`config.mk`:
```
export PLATFORM = sky130hd
export DESIGN_NAME = aesl_axis_block_detector
export DESIGN_NICKNAME = d
export VERILOG_FILES = /design/src/rtl/aesl_deadlock_pkg.sv /design/src/rtl/aesl_axis_stall_ch.sv /design/src/rtl/aesl_axis_block_detector.sv
export SDC_FILE = /design/constraint.sdc
export NUM_CORES = 1
export LEC_CHECK = 0
export ABC_AREA = 1
export CORE_MARGIN = 5
export CORE_UTILIZATION = 40
export DETAILED_ROUTE_END_ITERATION = 10
export PLACE_DENSITY_LB_ADDON = 0.15
export SLEW_MARGIN = 20
export SYNTH_ARGS = -nofsm -noshare
export SYNTH_HDL_FRONTEND = slang
export SYNTH_HIERARCHICAL = 1
export SYNTH_SLANG_ARGS = --single-unit
```
`constraint.sdc`:
```
create_clock -name clock -period 3.65 [get_ports clock]
set_input_delay 0.73 -clock clock [delete_from_list [all_inputs] [get_ports clock]]
set_output_delay 0.73 -clock clock [all_outputs]
set_load 0.02 [all_outputs]
```
`src/rtl/aesl_deadlock_pkg.sv`:
```
// Shared types and helpers for the cosim deadlock-detection blocks.
package aesl_deadlock_pkg;

  typedef enum logic [1:0] {
    IDLE    = 2'd0,
    STALL   = 2'd1,
    BLOCKED = 2'd2
  } ch_state_t;

  localparam logic DIR_IN  = 1'b0;
  localparam logic DIR_OUT = 1'b1;

  // Output channels stall on a full consumer, input channels on an empty producer.
  function automatic logic stall_of(input logic dir, input logic valid, input logic ready);
    return (dir == DIR_OUT) ? (valid & ~ready) : (ready & ~valid);
  endfunction

endpackage

```
`src/rtl/aesl_axis_stall_ch.sv`:
```
// One stream channel's stall FSM and saturating consecutive-stall counter.
module aesl_axis_stall_ch
  import aesl_deadlock_pkg::*;
#(
  parameter int unsigned STALL_THRESH = 16,
  parameter int unsigned CNT_W        = 16
) (
  input  logic clock_i,
  input  logic rst_n_i,
  input  logic enable_i,
  input  logic clear_i,
  input  logic valid_i,
  input  logic ready_i,
  input  logic dir_i,
  output logic blocked_o,
  output logic blocked_nxt_o,
  output logic enter_o
);

  localparam logic [CNT_W-1:0] THRESH_C = CNT_W'(STALL_THRESH);

  ch_state_t        state_q, state_d;
  logic [CNT_W-1:0] cnt_q, cnt_d, cnt_inc;
  logic             stall;

  assign stall   = stall_of(dir_i, valid_i, ready_i);
  assign cnt_inc = (cnt_q == '1) ? cnt_q : cnt_q + 1'b1;

  always_comb begin
    state_d = state_q;
    cnt_d   = cnt_q;
    if (clear_i || !enable_i) begin
      state_d = IDLE;
      cnt_d   = '0;
    end else begin
      unique case (state_q)
        IDLE: begin
          if (stall) begin
            cnt_d = CNT_W'(1);
            if (STALL_THRESH == 1) state_d = BLOCKED;
            else                   state_d = STALL;
          end
        end
        STALL: begin
          if (!stall) begin
            state_d = IDLE;
            cnt_d   = '0;
          end else begin
            cnt_d = cnt_inc;
            if (cnt_inc == THRESH_C) state_d = BLOCKED;
          end
        end
        BLOCKED: begin
          if (!stall) begin
            state_d = IDLE;
            cnt_d   = '0;
          end
        end
        default: begin
          state_d = IDLE;
          cnt_d   = '0;
        end
      endcase
    end
  end

  always_ff @(posedge clock_i or negedge rst_n_i) begin
    if (!rst_n_i) begin
      state_q <= IDLE;
      cnt_q   <= '0;
    end else begin
      state_q <= state_d;
      cnt_q   <= cnt_d;
    end
  end

  assign blocked_o     = (state_q == BLOCKED);
  assign blocked_nxt_o = (state_d == BLOCKED);
  assign enter_o       = blocked_nxt_o & ~blocked_o;

endmodule

```
`src/rtl/aesl_axis_block_detector.sv`:
```
// Per-channel AXI-stream stall detector with first-block latch for deadlock reports.
module aesl_axis_block_detector
  import aesl_deadlock_pkg::*;
#(
  parameter int unsigned NUM_CH       = 13,
  parameter int unsigned STALL_THRESH = 16,
  parameter int unsigned CNT_W        = 16,
  parameter int unsigned IDX_W        = (NUM_CH > 1) ? $clog2(NUM_CH) : 1
) (
  input  logic              clock,
  input  logic              reset_n,
  input  logic              enable,
  input  logic              clear,
  input  logic [NUM_CH-1:0] ch_valid,
  input  logic [NUM_CH-1:0] ch_ready,
  input  logic [NUM_CH-1:0] ch_dir,
  output logic [NUM_CH-1:0] axis_block_sigs,
  output logic              any_block,
  output logic              first_valid,
  output logic [IDX_W-1:0]  first_ch
);

  logic [NUM_CH-1:0] blocked_nxt;
  logic [NUM_CH-1:0] enter;
  logic [IDX_W-1:0]  enter_idx;
  logic              enter_found;
  logic              any_q;
  logic              first_valid_q;
  logic [IDX_W-1:0]  first_ch_q;

  for (genvar g = 0; g < NUM_CH; g++) begin : g_ch
    aesl_axis_stall_ch #(
      .STALL_THRESH (STALL_THRESH),
      .CNT_W        (CNT_W)
    ) u_ch (
      .clock_i       (clock),
      .rst_n_i       (reset_n),
      .enable_i      (enable),
      .clear_i       (clear),
      .valid_i       (ch_valid[g]),
      .ready_i       (ch_ready[g]),
      .dir_i         (ch_dir[g]),
      .blocked_o     (axis_block_sigs[g]),
      .blocked_nxt_o (blocked_nxt[g]),
      .enter_o       (enter[g])
    );
  end

  // Lowest index wins when several channels block on the same edge.
  always_comb begin
    enter_idx   = '0;
    enter_found = 1'b0;
    for (int unsigned i = 0; i < NUM_CH; i++) begin
      if (enter[i] && !enter_found) begin
        enter_idx   = IDX_W'(i);
        enter_found = 1'b1;
      end
    end
  end

  always_ff @(posedge clock or negedge reset_n) begin
    if (!reset_n) begin
      any_q         <= 1'b0;
      first_valid_q <= 1'b0;
      first_ch_q    <= '0;
    end else begin
      any_q <= |blocked_nxt;
      if (clear) begin
        first_valid_q <= 1'b0;
        first_ch_q    <= '0;
      end else if (!first_valid_q && enter_found) begin
        first_valid_q <= 1'b1;
        first_ch_q    <= enter_idx;
      end
    end
  end

  assign any_block   = any_q;
  assign first_valid = first_valid_q;
  assign first_ch    = first_ch_q;

endmodule

```
==> metrics <==
largest net degree at the start of global routing=83; Routed WL per cell=14.75 um; Top Family by Delay on Critical Path=simple AND/OR/NAND/NOR gates; Layout area overhead=13.63%; delay of the slowest critical-path stage=approximately 0.47 ns; sequential power share=0.431; Worst Path Required=slightly above 4 ns; Hold Fails Final Rpt=0; most frequent cells in the layout=652 x nand2_1, 447 x inv_1, 431 x nor2_1; layout cells sized above 1=0.08625; post-synth net total=2,826; dpl cells=3,426; Comb power frac=0.050; Die ar.=50,180 sq um; gr usage total=0.1998; Resized cells post-CTS=0; routability cong.=0.9261; Max IR drop VDD=0.0002732 V; final worst-path cycle share=0.8399; DP Wirelength=38.46 mm; sequential element share of the synthesized area=0.3278; slowest library cell on the worst path=dfrtp_1; Multi-input gate area=10,350 sq um; Initial Util=0.4037; chip width=between 200 and 250 um; relative slew slack=0.4410; FF/Latch Area=6006 sq um; CP max FO=11; Syn Inst Count=between 2,000 and 3,000; Hold Crit Class=primary input to asynchronous set/reset pin; # IOs=62; 1st-iter DRT viols=1,294; Async S/R FF share, synth=1.000; worst path cell trace=ha_1 -> nand2_2 -> nor2_4 -> nand2_4 -> clkinv_1 -> nand2_2 -> nand3_1 -> inv_1 -> nand3_1 -> nor2_1 -> nand3_2 -> inv_1 -> nor2_2 -> nand3_2 -> nor2_2 -> nand4_2 -> nor2_2 -> nand4_1 -> nand2_1 -> nand2_1 -> nand2_1 -> nor2_1; Hold Buf Count CTS=0; Post-Syn Area=18,320 sq um; Clk Latency, worst-skew pair=0.53 ns; total internal power=4.761 mW; num rows=78; first-pass GRT wire length=84.96 mm; Die Span Y=about 220 um; postcts setup bufs=0; pre-CTS setup slack=0.4180 ns; CP arrival=3.49 ns; Detailed Routing Iterations Pass 1=5; Fmax=about 330 MHz; power per cell area=around 300 nW/um^2; clock sink total=240; final wirelength=51.42 mm; Finished Layout Cells=3,487; RSZ-0062 raised after global routing=no; TritonCTS clock tree=done; outcome=completed; final-report setup violation count=0; post-synth cell types=35; Ant. Diodes=0; synthesized area per cell=6.614 sq um; Clock Skew=around 0.015 ns; number of buffers created by CTS=34; I/O Buffers=a little over 60; worst r2r src=g_ch[3].u_ch/cnt_q[0]; Max clock buf depth=3; worst slew pin tran=around 0.83 ns; commonest non-fill, non-tap cell in the layout=nand2_1; Final Max Tran Viols=0; detailed-route DRC error count=0; via count=18,295; gr ovfl total=0; fillers=approximately 4,600; CTS H-tree lvls=2; clk root buf=clkbuf_16; Post-synth EDFFs=0; worst setup margin=0.5844 ns; Switching Fraction=0.2379; Crit. Startpoint=g_ch[3].u_ch/cnt_q[0]; Tmin final=around 3.1 ns; Post-DRT Antenna Nets=0; Via density=5.247; critical path launch point type=register; switching power total=1.486 mW; clock group share of total power=0.519; Core Area=45,380 sq um; initial antenna violation count=0; critical path class=register to register; leak pwr=10.12 nW; ys flop type=dfrtp_1; maxcap violations=0; Ys Warns=6; clock-pin slew on the worst setup and hold paths=0.06 ns; Setup crit end kind=register; vias in the first global route=~18,000; register bit total from synthesis=240; Worst Path Buf+Inv=3; Fin Setup TNS=0 ns; Nets=between 2,000 and 3,000
-- cell families (layout without fill, tap and decap cells) --
kind of cell | count (synthesis) | in the layout | share of synthesized area
compound gates | 262 | 262 | 0.08803
xor+xnor | 64 | 64 | 0.03059
fa+ha+maj | 13 | 13 | 0.008878
buf+inv | 498 | 615 | 0.1076
flops | 240 | 240 | 0.3278
simple gates | 1693 | 1693 | 0.4371
-- cell usage after synthesis, types with 2 or more instances --
library cell	count	area, sq um
nand3_2	13	130.1
buf_6	12	135.1
o22ai_1	137	857.1
a21oi_1	30	150.1
nand2_1	652	2447
a31oi_1	13	81.33
nand2_4	25	281.5
nor2_2	29	181.4
o21bai_1	2	15.01
o2111ai_1	13	113.9
inv_1	447	1678
nand2_2	52	325.3
nor2_8	13	260.3
o21ai_0	51	255.2
nor2_4	26	292.8
clkinv_1	12	45.04
nand3_1	263	1316
xor2_1	64	560.5
a22o_1	12	105.1
ha_1	13	162.7
nor2_1	431	1618
nand4_1	127	794.5
clkbuf_1	26	97.59
nor4_1	2	12.51
nand3b_1	14	105.1
dfrtp_1	240	6006
nor3_1	43	215.2
-- power groups by stage --
stage	clock (mW)	combinational (mW)	sequential [mW]
3_3_place_gp	0	0.314	2.74
5_1_grt	3.46	0.354	2.69
2_1_floorplan	0	0.135	2.73
6_report	3.24	0.313	2.69
4_1_cts	3.36	0.319	2.69
3_5_place_dp	0	0.318	2.74
-- per-layer routing --
| layer | share of wire | up-vias | GRT usage |
|---|---|---|---|
| met1 | 0.45 | 8489 | 0.2649 |
| met4 | 0.029 | 0 | 0.06462 |
| li1 | - | 9222 | - |
| met3 | 0.051 | 94 | 0.03407 |
| met5 | 0 | - | 0 |
| met2 | 0.47 | 490 | 0.3337 |
-- path summary, 6_finish.rpt --
| kind | to | slack (ns) | cells past startpoint |
|---|---|---|---|
| setup / recovery | first_ch[2] | 0.58 | 22 |
| hold / removal | g_ch[3].u_ch/cnt_q[15] | 0.16 | 1 |
| setup reg to reg | first_ch[2] | 0.58 | 22 |
| hold reg to reg | first_ch[3] | 0.51 | 2 |
| max in group asynchronous | g_ch[9].u_ch/cnt_q[6] | 2.59 | 2 |
| min in group clock | first_ch[3] | 0.51 | 2 |
-- worst reg2reg max path, cell delays in order, from the launching register on --
cell and delay (ns):
dfrtp_1 0.47, ha_1 0.27, nand2_2 0.08, nor2_4 0.18
nand2_4 0.10, clkinv_1 0.08, nand2_2 0.18, nand3_1 0.18
inv_1 0.09, nand3_1 0.07, nor2_1 0.07, nand3_2 0.09
inv_1 0.09, nor2_2 0.14, nand3_2 0.12, nor2_2 0.13
nand4_2 0.12, nor2_2 0.12, nand4_1 0.11, nand2_1 0.14
nand2_1 0.07, nand2_1 0.05, nor2_1 0.04
-- final cells by class --
class | instances | share of cell area
sequential | 240 | 0.2885
inverter | 459 | 0.08276
multi-input combinational | 2032 | 0.4972
clock inverter | 10 | 0.004147
clock buffer | 51 | 0.04832
tap | 600 | 0.03606
timing repair buffer | 95 | 0.04303
-- registers in the layout, summed over array words and instances, names as in the netlist --
signal	cells
g_ch.u_ch/cnt_q	208
g_ch.u_ch/state_q	26
first_ch	4
any_block	1
first_valid	1
-- through the flow --
| step | util | cell area (sq um) | power (mW) | hold slack, ns |
|---|---|---|---|---|
| floorplan | - | 18320 | 2.866 | 0.4344 |
| global placement | 0.4345 | 19720 | 3.050 | 0.5008 |
| detailed placement | 0.4347 | 19730 | 3.054 | 0.5070 |
| CTS | 0.4588 | 20820 | 6.366 | 0.2115 |
| global route | 0.4588 | 20820 | 6.505 | 0.2288 |
| finish | 0.4588 | 20820 | 6.247 | 0.1634 |
No activity file was read; power rests on OpenSTA's default activity.
